File: src/rtl/block_fifo.sv
// First-word-fall-through FIFO: block RAM store plus one output register.
// Capacity is DEPTH+1 words; valid/ready on both sides, sync flush.
module block_fifo #(
   parameter int DATA_WIDTH  = 8,
   parameter int ADDR_BITS   = 4,
   parameter int ALMOST_FULL = 12
) (
   input  logic                  clk,
   input  logic                  rst_n,
   input  logic                  flush,
   input  logic                  in_valid,
   output logic                  in_ready,
   input  logic [DATA_WIDTH-1:0] in,
   output logic                  out_valid,
   input  logic                  out_ready,
   output logic [DATA_WIDTH-1:0] out,
   output logic [ADDR_BITS:0]    count,
   output logic                  almost_full
);

   localparam int DEPTH = 2 ** ADDR_BITS;
   localparam logic [ADDR_BITS:0] RAM_FULL = (ADDR_BITS + 1)'(DEPTH);
   localparam logic [ADDR_BITS:0] AF_LEVEL = (ADDR_BITS + 1)'(ALMOST_FULL);
   localparam logic [ADDR_BITS:0] CNT_ONE = (ADDR_BITS + 1)'(1);
   localparam logic [ADDR_BITS-1:0] PTR_ONE = ADDR_BITS'(1);

   logic [DATA_WIDTH-1:0] mem [DEPTH];

   logic [ADDR_BITS-1:0]  wr_ptr;
   logic [ADDR_BITS-1:0]  rd_ptr;
   logic [ADDR_BITS:0]    ram_count;
   logic [DATA_WIDTH-1:0] out_reg;
   logic                  wr;
   logic                  pop;
   logic                  load;

   assign in_ready = rst_n & ~flush & (ram_count != RAM_FULL);
   assign wr       = in_valid & in_ready;
   assign pop      = out_valid & out_ready;
   // ram_count is registered, so a load never sees a same-edge write
   assign load     = ~flush & (ram_count != '0) & (~out_valid | out_ready);

   assign out         = out_reg;
   assign count       = ram_count + {{ADDR_BITS{1'b0}}, out_valid};
   assign almost_full = (count >= AF_LEVEL);

   always_ff @(posedge clk) begin
      if (wr) begin
         mem[wr_ptr] <= in;
      end
   end

   always_ff @(posedge clk or negedge rst_n) begin
      if (!rst_n) begin
         out_reg <= '0;
      end else if (load) begin
         out_reg <= mem[rd_ptr];
      end
   end

   always_ff @(posedge clk or negedge rst_n) begin
      if (!rst_n) begin
         wr_ptr    <= '0;
         rd_ptr    <= '0;
         ram_count <= '0;
         out_valid <= 1'b0;
      end else if (flush) begin
         wr_ptr    <= '0;
         rd_ptr    <= '0;
         ram_count <= '0;
         out_valid <= 1'b0;
      end else begin
         if (wr) begin
            wr_ptr <= wr_ptr + PTR_ONE;
         end
         if (load) begin
            rd_ptr <= rd_ptr + PTR_ONE;
         end
         unique case ({wr, load})
            2'b10:   ram_count <= ram_count + CNT_ONE;
            2'b01:   ram_count <= ram_count - CNT_ONE;
            default: ram_count <= ram_count;
         endcase
         if (load) begin
            out_valid <= 1'b1;
         end else if (pop) begin
            out_valid <= 1'b0;
         end
      end
   end

endmodule

File: config.mk
export PLATFORM = sky130hd
export DESIGN_NAME = block_fifo
export DESIGN_NICKNAME = d
export VERILOG_FILES = /design/src/rtl/block_fifo.sv
export SDC_FILE = /design/constraint.sdc
export NUM_CORES = 1
export LEC_CHECK = 0
export BUFFER_PORTS_ARGS = -buffer_cell sky130_fd_sc_hd__buf_2
export CAP_MARGIN = 20
export CORE_MARGIN = 4
export CORE_UTILIZATION = 55
export DETAILED_ROUTE_END_ITERATION = 6
export PLACE_DENSITY = 0.72
export SETUP_SLACK_MARGIN = 0.02
export SYNTH_ARGS = -nofsm -noshare
export SYNTH_HDL_FRONTEND = slang
export SYNTH_SLANG_ARGS = --single-unit
File: constraint.sdc
create_clock -name clk -period 2.85 [get_ports clk]
set_input_delay 0 -clock clk [delete_from_list [all_inputs] [get_ports clk]]
set_output_delay 0 -clock clk [all_outputs]
set_load 0.005 [all_outputs]
Yosys cells after proc, flatten, opt, wreduce, memory -nomap -nowiden
Memories as Yosys holds them, arrays and structs flattened. A register that Yosys moved wholly into a read port is not among the register bits.
Cells that the tools add are included.

cells by class
  add/subtract/negate cells = 5
  multiply operators = 0
  divide/modulo/power cells = 0
  $lt $le $gt $ge = 1
  equality and inequality tests = 3
  shift operators = 0
  mux-type cells = 11
  bitwise gates (word level) = 9
  reductions and logical operators = 6

operators with widths
  cell                                                                                  count
  4-bit two-way mux                                                                     4
  5-bit one-hot mux with 2 select lines                                                 1
  4-bit by 1-bit adder with 4-bit output (second input constant)                        2
  1-bit bitwise AND                                                                     6
  3-bit nonzero test                                                                    2
  5-bit by 1-bit adder with 5-bit output                                                1
  5-bit by 1-bit adder with 5-bit output (second input constant)                        1
  5-bit by 4-bit greater-or-equal comparator with 1-bit output (second input constant)  1
  1-bit two-way mux                                                                     5
  5-bit two-way mux                                                                     1
  5-bit inequality test (second input constant)                                         1
  5-bit nonzero test                                                                    1
  5-bit by 1-bit subtractor with 5-bit output (second input constant)                   1
  2-bit nonzero test                                                                    2
  2-bit by 1-bit == test with 1-bit output (second input constant)                      1
  2-bit == test (second input constant)                                                 1
  1-bit inverter                                                                        2
  1-bit zero test                                                                       1
  1-bit OR                                                                              1

storage, ports and cells
  register bits = 14
  latch bits = 0
  bits in writable memories = 128
  ROM bits = 0
  input port bits = 13
  output and inout port bits = 16
  logic and storage cells = 40
  memories = 1

memory list
  memory  depth  bits a word  read ports  clocked after memory_dff  write ports  line  source
  mem     16     8            1           1                         1            27    logic [DATA_WIDTH-1:0] mem [DEPTH];

Depth between registers and ports, before layout
Gate-level depths: netlist of the first run.

  depth in word-level cells = 7
  gate-level depth with buffers = 12
  depth with buffers taken out = 9

Least setup slack after synthesis of the first run
No wires, ideal clock.

  path kind = register to register
  start = reg ram_count[1]
  end = reg ram_count[2]
  setup time = 128 ps
  data arrival time = 2891 ps
  required time = 2722 ps
  setup slack = -169 ps
  cell stages (with the launch flop) = 12
  path buffers = 3
  clock period less this slack = 3019 ps
  path through = dfrtp_1 buf_6 or4_4 buf_6 o211ai_2 buf_2 nor2_1 xor2_1 ha_1 or3_1 o32ai_1 mux2_1

between the ends
  longest elaborated chain between the ends = 6
  elaborated cells between the ends (all ways) = 13
  those cells by class = add/sub (2); eq/ne (3); mux (2); bitwise (4); reduce/logical (2)

RTL lines
  element                                                                           line    source
  start: declaration                                                                31      logic [ADDR_BITS:0] ram_count;
  start signal: assignment                                                          80      2'b10: ram_count <= ram_count + CNT_ONE;
  start signal: assignment                                                          81      2'b01: ram_count <= ram_count - CNT_ONE;
  start signal: assignment                                                          82      default: ram_count <= ram_count;
  5-bit inequality test / 5-bit nonzero test (equally long branches)                37, 41
  1-bit bitwise AND (on tied branches)                                              37, 41
  1-bit bitwise AND (on tied branches)                                              38, 41
  2-bit by 1-bit == test with 1-bit output / 2-bit == test (equally long branches)  79      unique case ({wr, load})
  5-bit one-hot mux with 2 select lines                                             79
  5-bit two-way mux                                                                 67      end else if (flush) begin

Several ways; a longest one is shown, not always the timed one.
A chain may end at the register's enable or synchronous reset.

Worst setup path after layout of the first run
  start = reg ram_count[3]
  end = reg ram_count[2]

Same word-level chain as after synthesis.

==> impl_metrics.py, run 1 <==
metrics = {
    "sta": {
        "whs_ns": 0.0928,
        "finalSetupViolCount": 0,
        "finalCritPeriodShare": 0.937,
        "fin_ws_ns": 0.178,
        "min_period_ns": 2.67,
        "max_freq_mhz": 374,
        "slew_violations": 0,
        "relSlewSlack": 0.615,
        "hold_viol": 0,
        "rsz0062_at_grt": "false",
        "tightest_slew_ns": 0.578,
        "clock_skew_ns": 0.00949,
    },
    "logic_synthesis": {
        "synth_compound_area_frac": 0.0349,
        "synth_fp_nets": 362,
        "yosysWarnings": 0,
        "synth-seq-cells": 150,
        "synthXorXnorAreaFrac": 0.0140,
        "syn_area_um2": 6240,
        "synth_top_family_by_area": "multiplexers",
        "yosys_most_used_dff": "edfxtp_1",
        "synth_edf_count": 128,
        "synth_cells": 341,
        "syn_area_per_cell_um2": 18.3,
        "synthSimpleGateAreaFrac": 0.0628,
        "yosysSeqAreaShare": 0.704,
        "synth_adder_area_share": 0.0160,
        "ys_types": 45,
        "async_flop_share": 0.147,
        "muxShareOfSynthArea": 0.149,
    },
    "route": {
        "drt_pass1_iterations": 5,
        "first_iter_violations": 375,
        "viasPerCell": 6.06,
        "remaining_drc_errors": 0,
        "ant_nets": 0,
        "via_count": 3279,
        "wl_per_cell_um": 23.0,
        "postRouteWirelength_mm": 12.5,
    },
    "placed_design": {
        "dp_slack_ns": 0.100,
        "gp_congestion": 0.821,
        "hpwl_mm": 7.58,
        "dp_cells": 501,
        "portBuffers": 28,
        "placed_area_um2": 6580,
    },
    "floorplanning": {
        "fp.dieW_um": 115,
        "ios": 29,
        "floorplan.initialDensity": 0.568,
        "dieArea_um2": 13100,
        "core-area_um2": 11000,
        "die_y_um": 115,
        "row_count": 38,
    },
    "clock_network": {
        "htreeDepth": 4,
        "clkSinkCount": 150,
        "cts_tree": "done",
        "clock_path_buffers": 2,
        "cts.clk_slew.worst_paths_ns": 0.06,
        "root_buffer": "clkbuf_16",
        "clkLatencyLatePin_ns": 0.42,
        "numCtsBuffers": 17,
        "postCtsSetupRepairBufs": 0,
    },
    "global_route": {
        "grt.total_usage": 0.211,
        "grt_use_met1": 0.295,
        "grt_pass1_vias": 3385,
        "grt_start_max_net_pins": 36,
        "antenna_found_initial": 0,
        "gr-total-overflow": 0,
        "busiest_layer": "met2",
        "grt_pass1_wl_mm": 19.9,
        "gr-usage-met2": 0.332,
        "grtUsageMet3": 0.0597,
    },
    "final_layout": {
        "n_fill_cell": 725,
        "antenna-diode-count": 0,
        "final_nets": 411,
        "area_growth_pct": 16.8,
        "final_common_cell": "edfxtp_1",
        "largest_register_ff_count": 128,
        "layout_common_cells": "edfxtp_1 (128), mux4_2 (32), buf_2 (28), dfrtp_1 (21), mux2i_1 (20)",
        "multi_input_area_um2": 1750,
        "drive_gt1_frac": 0.267,
        "seqCellArea_um2": 4400,
        "final_area_um2": 7290,
        "fin_cells": 541,
    },
    "power": {
        "switching_share": 0.273,
        "switching_power_uw": 1780,
        "combPwrFrac": 0.238,
        "p_seq_frac": 0.405,
        "pwr-share-clk": 0.357,
        "power.density_nw_per_um2": 893,
        "ir_worst_vdd_mv": 0.694,
        "internal-power_uw": 4730,
        "total_leakage_power_uw": 0.00252,
    },
    "critical_path": {
        "critical_path_required_ns": 3.15,
        "worst_setup_path_start_kind": "register",
        "crit_arrival_ns": 2.97,
        "path_max_fanout": 8,
        "critPathKind": "reg -> reg",
        "cp-end-kind": "register",
    },
    "status": {
        "status": "completed",
    },
    "worst_hold_path": {
        "hold_class": "in -> reg",
    },
    "job": {
        "timing.max_cap.violations": 0,
    },
}
[metal layers]
metal	up-vias	wire, um
met5	-	0
met4	0	107
met3	11	872
met2	115	6230
met1	1693	5260
li1	1460	-
[synth_stat cells, drive strengths merged (2+ instances only)]
master,instances,area (um2)
nor3,2,10.0
dfrtp,22,551
inv,4,15.0
mux4,32,721
and4,4,35.0
nor2,11,41.3
nor3b,2,15.0
mux2i,20,200
a21oi,3,15.0
clkbuf,10,37.5
xor2,6,52.6
o211ai,6,50.1
ha,8,100
nor2b,2,12.5
o221ai,8,70.1
nand3,5,25.0
xnor2,4,35.0
buf,10,63.8
o21ai,3,18.8
and3b,3,26.3
edfxtp,128,3840
nand4,3,18.8
and2,14,87.6
nand2,13,48.8
or3,2,12.5
a211oi,2,15.0
nor4,2,18.8
[layout make-up]
cell class                 count  share of cell area
inverter                       4             0.00206
multi-input combinational    167               0.240
timing repair buffer          50              0.0471
clock inverter                11              0.0242
tap                          140              0.0240
sequential                   150               0.603
clock buffer                  19              0.0594
[critical path: stages (launching register included)]
cell,delay [ns]
dfrtp_1,0.47
or4_4,0.54
o211ai_4,0.19
nor2_1,0.07
xor2_1,0.14
ha_2,0.20
or3_1,0.38
o32ai_2,0.22
mux2_1,0.34
[power by group through the flow]
stage / Clock, uW / Sequential (uW) / Combinational [uW]
floorplan: 0 / 2610 / 1150
global route: 2470 / 2660 / 1680
finish: 2320 / 2640 / 1550
global placement: 0 / 2680 / 1500
CTS: 2340 / 2640 / 1560
detailed placement: 0 / 2680 / 1540
[kinds of logic after synthesis]
logic type,after synthesis
AND/OR/NAND/NOR,68
AO/OA/AOI/OAI,28
XOR/XNOR,10
adder cells (fa/ha/maj),8
buffers and inverters,24
multiplexers,53
flip-flops,150
[repair_timing]
item | in CTS | in global routing
resized for setup | 0 | 0
setup endpoints to repair | 0 | 1
hold buffers | 10 | 0
endpoints found under the hold margin | 161 | 0
[worst paths after layout]
check | from | to | slack (ns) | cells past startpoint
hold reg to reg | out[7] | out[7] | 0.50 | 2
max in group asynchronous | rst_n | rd_ptr[0] | 2.45 | 3
setup reg to reg | ram_count[3] | ram_count[2] | 0.18 | 8
setup / recovery | ram_count[3] | ram_count[2] | 0.18 | 8
hold / removal | in_valid | ram_count[4] | 0.09 | 5
min in group asynchronous | rst_n | out_valid | 0.12 | 3
[per-stage QoR]
step | total power (uW) | utilization | setup TNS (ns)
finish | 6500 | 0.663 | 0
global route | 6800 | 0.663 | 0
CTS | 6540 | 0.663 | 0
detailed placement | 4220 | 0.599 | 0
global placement | 4170 | 0.599 | 0
floorplan | 3760 | - | -0.0288
Note: power is estimated with default switching activity, not from simulation.
==> run 2, diff against run 1 <==
CTS_CLUSTER_DIAMETER = 50   (was default)
PLACE_DENSITY = 0.75   (was 0.72)
SETUP_SLACK_MARGIN = default   (was 0.02)
==> run 2 against run 1 <==
Effect of this change:
- count of clock-buffer cells in the layout is the same
- core utilization shrank 0.80 points
- combinational power is essentially flat
- critical endpoint unchanged
- highest routed layer unchanged
==> impl_metrics.py, run 2 (synthesis results as in run 1) <==
metrics = {
    "placed_design": {
        "placed_area_um2": 6580,
        "gp_congestion": 0.818,
        "hpwl_mm": 7.41,
        "portBuffers": 28,
        "dp_slack_ns": 0.217,
    },
    "final_layout": {
        "largest_register_ff_count": 128,
        "drive_gt1_frac": 0.263,
        "antenna-diode-count": 0,
        "area_growth_pct": 15.4,
        "final_common_cell": "edfxtp_1",
        "finish.utilization": 0.655,
        "final_nets": 412,
        "layout_common_cells": "edfxtp_1 (128), mux4_2 (32), buf_2 (28), dfrtp_1 (21), mux2i_1 (20)",
        "final_area_um2": 7200,
    },
    "global_route": {
        "grt_start_max_net_pins": 36,
        "grt_pass1_wl_mm": 18.9,
        "gr-total-overflow": 0,
        "antenna_found_initial": 0,
        "grt_pass1_vias": 3447,
        "grt.total_usage": 0.200,
    },
    "clock_network": {
        "clkSinkCount": 150,
        "ctsResizeCount": 0,
        "root_buffer": "clkbuf_16",
        "cts.clk_slew.worst_paths_ns": 0.06,
        "numCtsBuffers": 17,
        "postCtsSetupRepairBufs": 0,
        "cts_tree": "done",
        "htreeDepth": 4,
        "clkLatencyLatePin_ns": 0.41,
        "clock_path_buffers": 2,
        "hold_buffers": 10,
    },
    "route": {
        "first_iter_violations": 299,
        "drt_pass1_iterations": 6,
        "remaining_drc_errors": 0,
        "viasPerCell": 6.07,
        "wl_per_cell_um": 21.9,
        "ant_nets": 0,
        "postRouteWirelength_mm": 11.9,
        "via_count": 3295,
    },
    "floorplanning": {
        "dieArea_um2": 13100,
        "ios": 29,
        "die_y_um": 115,
        "core-area_um2": 11000,
        "row_count": 38,
        "fp.dieW_um": 115,
        "floorplan.initialDensity": 0.568,
    },
    "job": {
        "timing.max_cap.violations": 0,
    },
    "critical_path": {
        "cp-end-kind": "register",
        "critical_path_required_ns": 3.14,
        "crit_arrival_ns": 2.94,
        "worst_setup_path_start_kind": "register",
        "path_max_fanout": 8,
        "critPathKind": "reg -> reg",
    },
    "power": {
        "ir_worst_vdd_mv": 0.536,
        "total_leakage_power_uw": 0.00247,
        "power.density_nw_per_um2": 843,
    },
    "sta": {
        "max_freq_mhz": 378,
        "finalSetupViolCount": 0,
        "min_period_ns": 2.65,
        "tightest_slew_ns": 0.921,
        "whs_ns": 0.0809,
        "slew_violations": 0,
        "hold_viol": 0,
        "relSlewSlack": 0.386,
        "fin_ws_ns": 0.203,
        "rsz0062_at_grt": "false",
        "clock_skew_ns": 0.00776,
        "finalCritPeriodShare": 0.929,
    },
    "status": {
        "status": "completed",
    },
    "worst_hold_path": {
        "hold_class": "in -> reg",
    },
}
## run 2: changes by cell type in the layout (fill, tap and decap cells not counted), sizes merged
cell and change:
inv +1, buf +1, bufinv -4, clkinv +1, clkinvlp +3
## run 2: report_power, final
part / switching (uW) / internal, uW / leakage (uW) / total, uW
logic: 755 / 767 / 0.000798 / 1520
registers: 128 / 2500 / 0.00144 / 2630
clock network: 820 / 1100 / 0.000238 / 1920
## run 2: stage by stage
stage,std cells,TNS [ns],power (uW)
6_report,543,0,6070
2_1_floorplan,341,-0.0288,3760
5_1_grt,543,0,6380
3_3_place_gp,502,0,4160
3_5_place_dp,502,0,4190
4_1_cts,543,0,6120
## run 2: critical path: stages, from the launching register on
cell	delay, ns
dfrtp_1	0.37
or4_4	0.61
o211ai_4	0.20
nor2_1	0.07
xor2_1	0.15
ha_2	0.20
or3_1	0.36
o32ai_2	0.22
mux2_1	0.35
## run 2: cell type report
type / instances / area [um2]
fill: 736 / 3780
tap: 140 / 175
clock inverter: 12 / 81.3
clock buffer: 19 / 433
sequential: 150 / 4400
timing repair buffer: 51 / 350
inverter: 4 / 15.0
multi-input combinational: 167 / 1750
## run 2: final timing paths
path                                   start           end  slack [ns]  depth (start not counted)
worst max-delay path            ram_count[1]  ram_count[2]        0.20                          8
worst min-delay path                in_valid  ram_count[4]        0.08                          5
worst max register to register  ram_count[1]  ram_count[2]        0.20                          8
worst min register to register        out[0]        out[0]        0.52                          2
max in group asynchronous              rst_n     rd_ptr[0]        2.44                          3
min in group asynchronous              rst_n     out_valid        0.14                          3
## run 2: per-layer routing
metal  track usage  part of all wire  vias up
li1              -                 -     1467
met1         0.259              0.42     1694
met2         0.320              0.50      115
met3        0.0645             0.060       19
met4        0.0728             0.018        0
met5             0                 0        -
==> run 3, diff against run 2 <==
MAX_ROUTING_LAYER = met4   (was default)
clock period = 2.4 ns   (was 2.85 ns; I/O delays follow)
==> run 3 against run 2 <==
Effect of this change:
- the run now ends with setup timing left
- maximum frequency is 3.5% higher
- via count is 0.88% higher
- critical endpoint unchanged
- clock skew is 0.0018 ns lower
- flip-flop and latch count stayed put
- critical path type unchanged
- count of clock-buffer cells in the layout is 2 lower
- non-clock buffer count is 10 higher
==> impl_metrics.py, run 3 (synthesis results as in run 1) <==
metrics = {
    "floorplanning": {
        "fp.dieW_um": 115,
        "die_y_um": 115,
        "core-area_um2": 11000,
        "ios": 29,
        "row_count": 38,
        "floorplan.initialDensity": 0.568,
        "dieArea_um2": 13100,
    },
    "route": {
        "first_iter_violations": 212,
        "remaining_drc_errors": 0,
        "viasPerCell": 6.00,
        "ant_nets": 0,
        "wl_per_cell_um": 22.1,
        "postRouteWirelength_mm": 12.2,
        "via_count": 3324,
        "drt_pass1_iterations": 6,
    },
    "final_layout": {
        "final_area_um2": 7360,
        "final_nets": 422,
        "area_growth_pct": 17.9,
        "largest_register_ff_count": 128,
        "finish.utilization": 0.670,
        "drive_gt1_frac": 0.300,
        "n_fill_cell": 696,
        "layout_common_cells": "edfxtp_1 (128), mux4_2 (32), buf_2 (28), dfrtp_1 (21), buf_4 (21)",
        "final_common_cell": "edfxtp_1",
        "antenna-diode-count": 0,
    },
    "sta": {
        "fin_ws_ns": -0.157,
        "tightest_slew_ns": 0.543,
        "whs_ns": 0.131,
        "min_period_ns": 2.56,
        "max_freq_mhz": 391,
        "finalCritPeriodShare": 1.07,
        "clock_skew_ns": 0.00597,
        "rsz0062_at_grt": "true",
        "slew_violations": 0,
        "relSlewSlack": 0.638,
        "hold_viol": 0,
        "finalSetupViolCount": 2,
    },
    "clock_network": {
        "cts_tree": "done",
        "clkLatencyLatePin_ns": 0.41,
        "cts.clk_slew.worst_paths_ns": 0.06,
        "root_buffer": "clkbuf_16",
        "numCtsBuffers": 17,
        "clock_path_buffers": 2,
        "htreeDepth": 4,
        "clkSinkCount": 150,
    },
    "critical_path": {
        "rr_startpoint": "ram_count[1]",
        "critical_path_required_ns": 2.70,
        "max_stage_delay_ns": 0.55,
        "cp-end-kind": "register",
        "worst_setup_path_start_kind": "register",
        "reg2reg_depth": 8,
        "crit_arrival_ns": 2.85,
        "cp_num_buf_inv": 0,
        "cp_cell_sequence": "or4_4 -> o211ai_4 -> nor2_2 -> xor2_1 -> ha_2 -> or3_4 -> o32ai_4 -> mux2_4",
        "path_max_fanout": 2,
        "slowest_stage": "or4_4",
        "rrSetupSlack_ns": -0.16,
        "critPathKind": "reg -> reg",
        "rr_endpoint": "ram_count[2]",
        "critPathTopFamily": "simple AND/OR/NAND/NOR gates",
        "path_depth": 8,
    },
    "global_route": {
        "grt.total_usage": 0.213,
        "gr-total-overflow": 0,
        "grt_start_max_net_pins": 36,
        "antenna_found_initial": 0,
        "grt_pass1_vias": 3502,
        "grt_pass1_wl_mm": 19.8,
    },
    "status": {
        "violations": "setup timing",
        "status": "finished, violations left",
    },
    "power": {
        "ir_worst_vdd_mv": 0.965,
        "total_leakage_power_uw": 0.00256,
        "power.density_nw_per_um2": 1020,
    },
    "placed_design": {
        "placed_area_um2": 6670,
        "portBuffers": 28,
        "hpwl_mm": 7.62,
        "gp_congestion": 0.858,
    },
    "worst_hold_path": {
        "hold_class": "in -> async",
    },
    "job": {
        "timing.max_cap.violations": 0,
    },
}
==> run 3: cell count changes in the layout (fill, tap and decap cells not counted), moves of 2 or more <==
cell | previous run | this run
clkinv_4 | 2 | 4
buf_4 | 12 | 21
clkinvlp_4 | 4 | 2
inv_8 | 0 | 3
clkbuf_1 | 2 | 0
==> run 3: tightest hold or removal path: stages <==
cell and delay [ns]:
dlygate4sd3_1 0.52, buf_2 0.11, buf_4 0.31
==> run 3: layer usage <==
| metal | up-vias | track usage | part of all wire |
|---|---|---|---|
| li1 | 1490 | - | - |
| met1 | 1711 | 0.277 | 0.43 |
| met2 | 107 | 0.342 | 0.51 |
| met3 | 16 | 0.0534 | 0.052 |
| met4 | 0 | 0.0538 | 0.013 |
| met5 | - | - | 0 |
==> run 3: cell type report <==
| class | count | area (um2) | area share |
|---|---|---|---|
| Inverter | 4 | 15.0 | 0.00204 |
| Timing Repair Buffer | 61 | 438 | 0.0595 |
| Sequential cell | 150 | 4400 | 0.597 |
| Clock buffer | 17 | 425 | 0.0578 |
| Multi-Input combinational cell | 167 | 1790 | 0.243 |
| Clock inverter | 15 | 121 | 0.0165 |
| Tap cell | 140 | 175 | 0.0238 |
==> run 3: per-stage QoR <==
stage / setup WS [ns] / setup TNS [ns] / instances / power, uW
2_1_floorplan: -0.467 / -0.660 / 341 / 4470
3_3_place_gp: -0.0862 / -0.0862 / 511 / 5020
3_5_place_dp: -0.157 / -0.181 / 511 / 5060
4_1_cts: -0.160 / -0.160 / 553 / 7530
5_1_grt: -0.227 / -0.409 / 554 / 7910
6_report: -0.157 / -0.226 / 554 / 7520
==> run 3: timing repair <==
item / in CTS / in global routing
setup buffers: 0 / 2
resized for setup: 2 / 3
hold endpoints to repair: 161 / 0
setup endpoints to repair: 2 / 2
pin swaps: 3 / 4
hold buffers: 10 / 0
==> run 3: worst max path at each step <==
stage	from	end	slack, ns
after floorplan	ram_count[1]	ram_count[2]	-0.47
after global placement	ram_count[1]	ram_count[2]	-0.09
after detailed placement	ram_count[1]	ram_count[2]	-0.16
after CTS	ram_count[1]	ram_count[2]	-0.16
after global routing	ram_count[1]	ram_count[2]	-0.23
final	ram_count[1]	ram_count[2]	-0.16
==> run 3: power breakdown <==
part / internal, uW / leakage [uW] / switching (uW)
clock network: 1340 / 0.000263 / 1070
logic: 1020 / 0.000860 / 1020
registers: 2960 / 0.00144 / 89.8
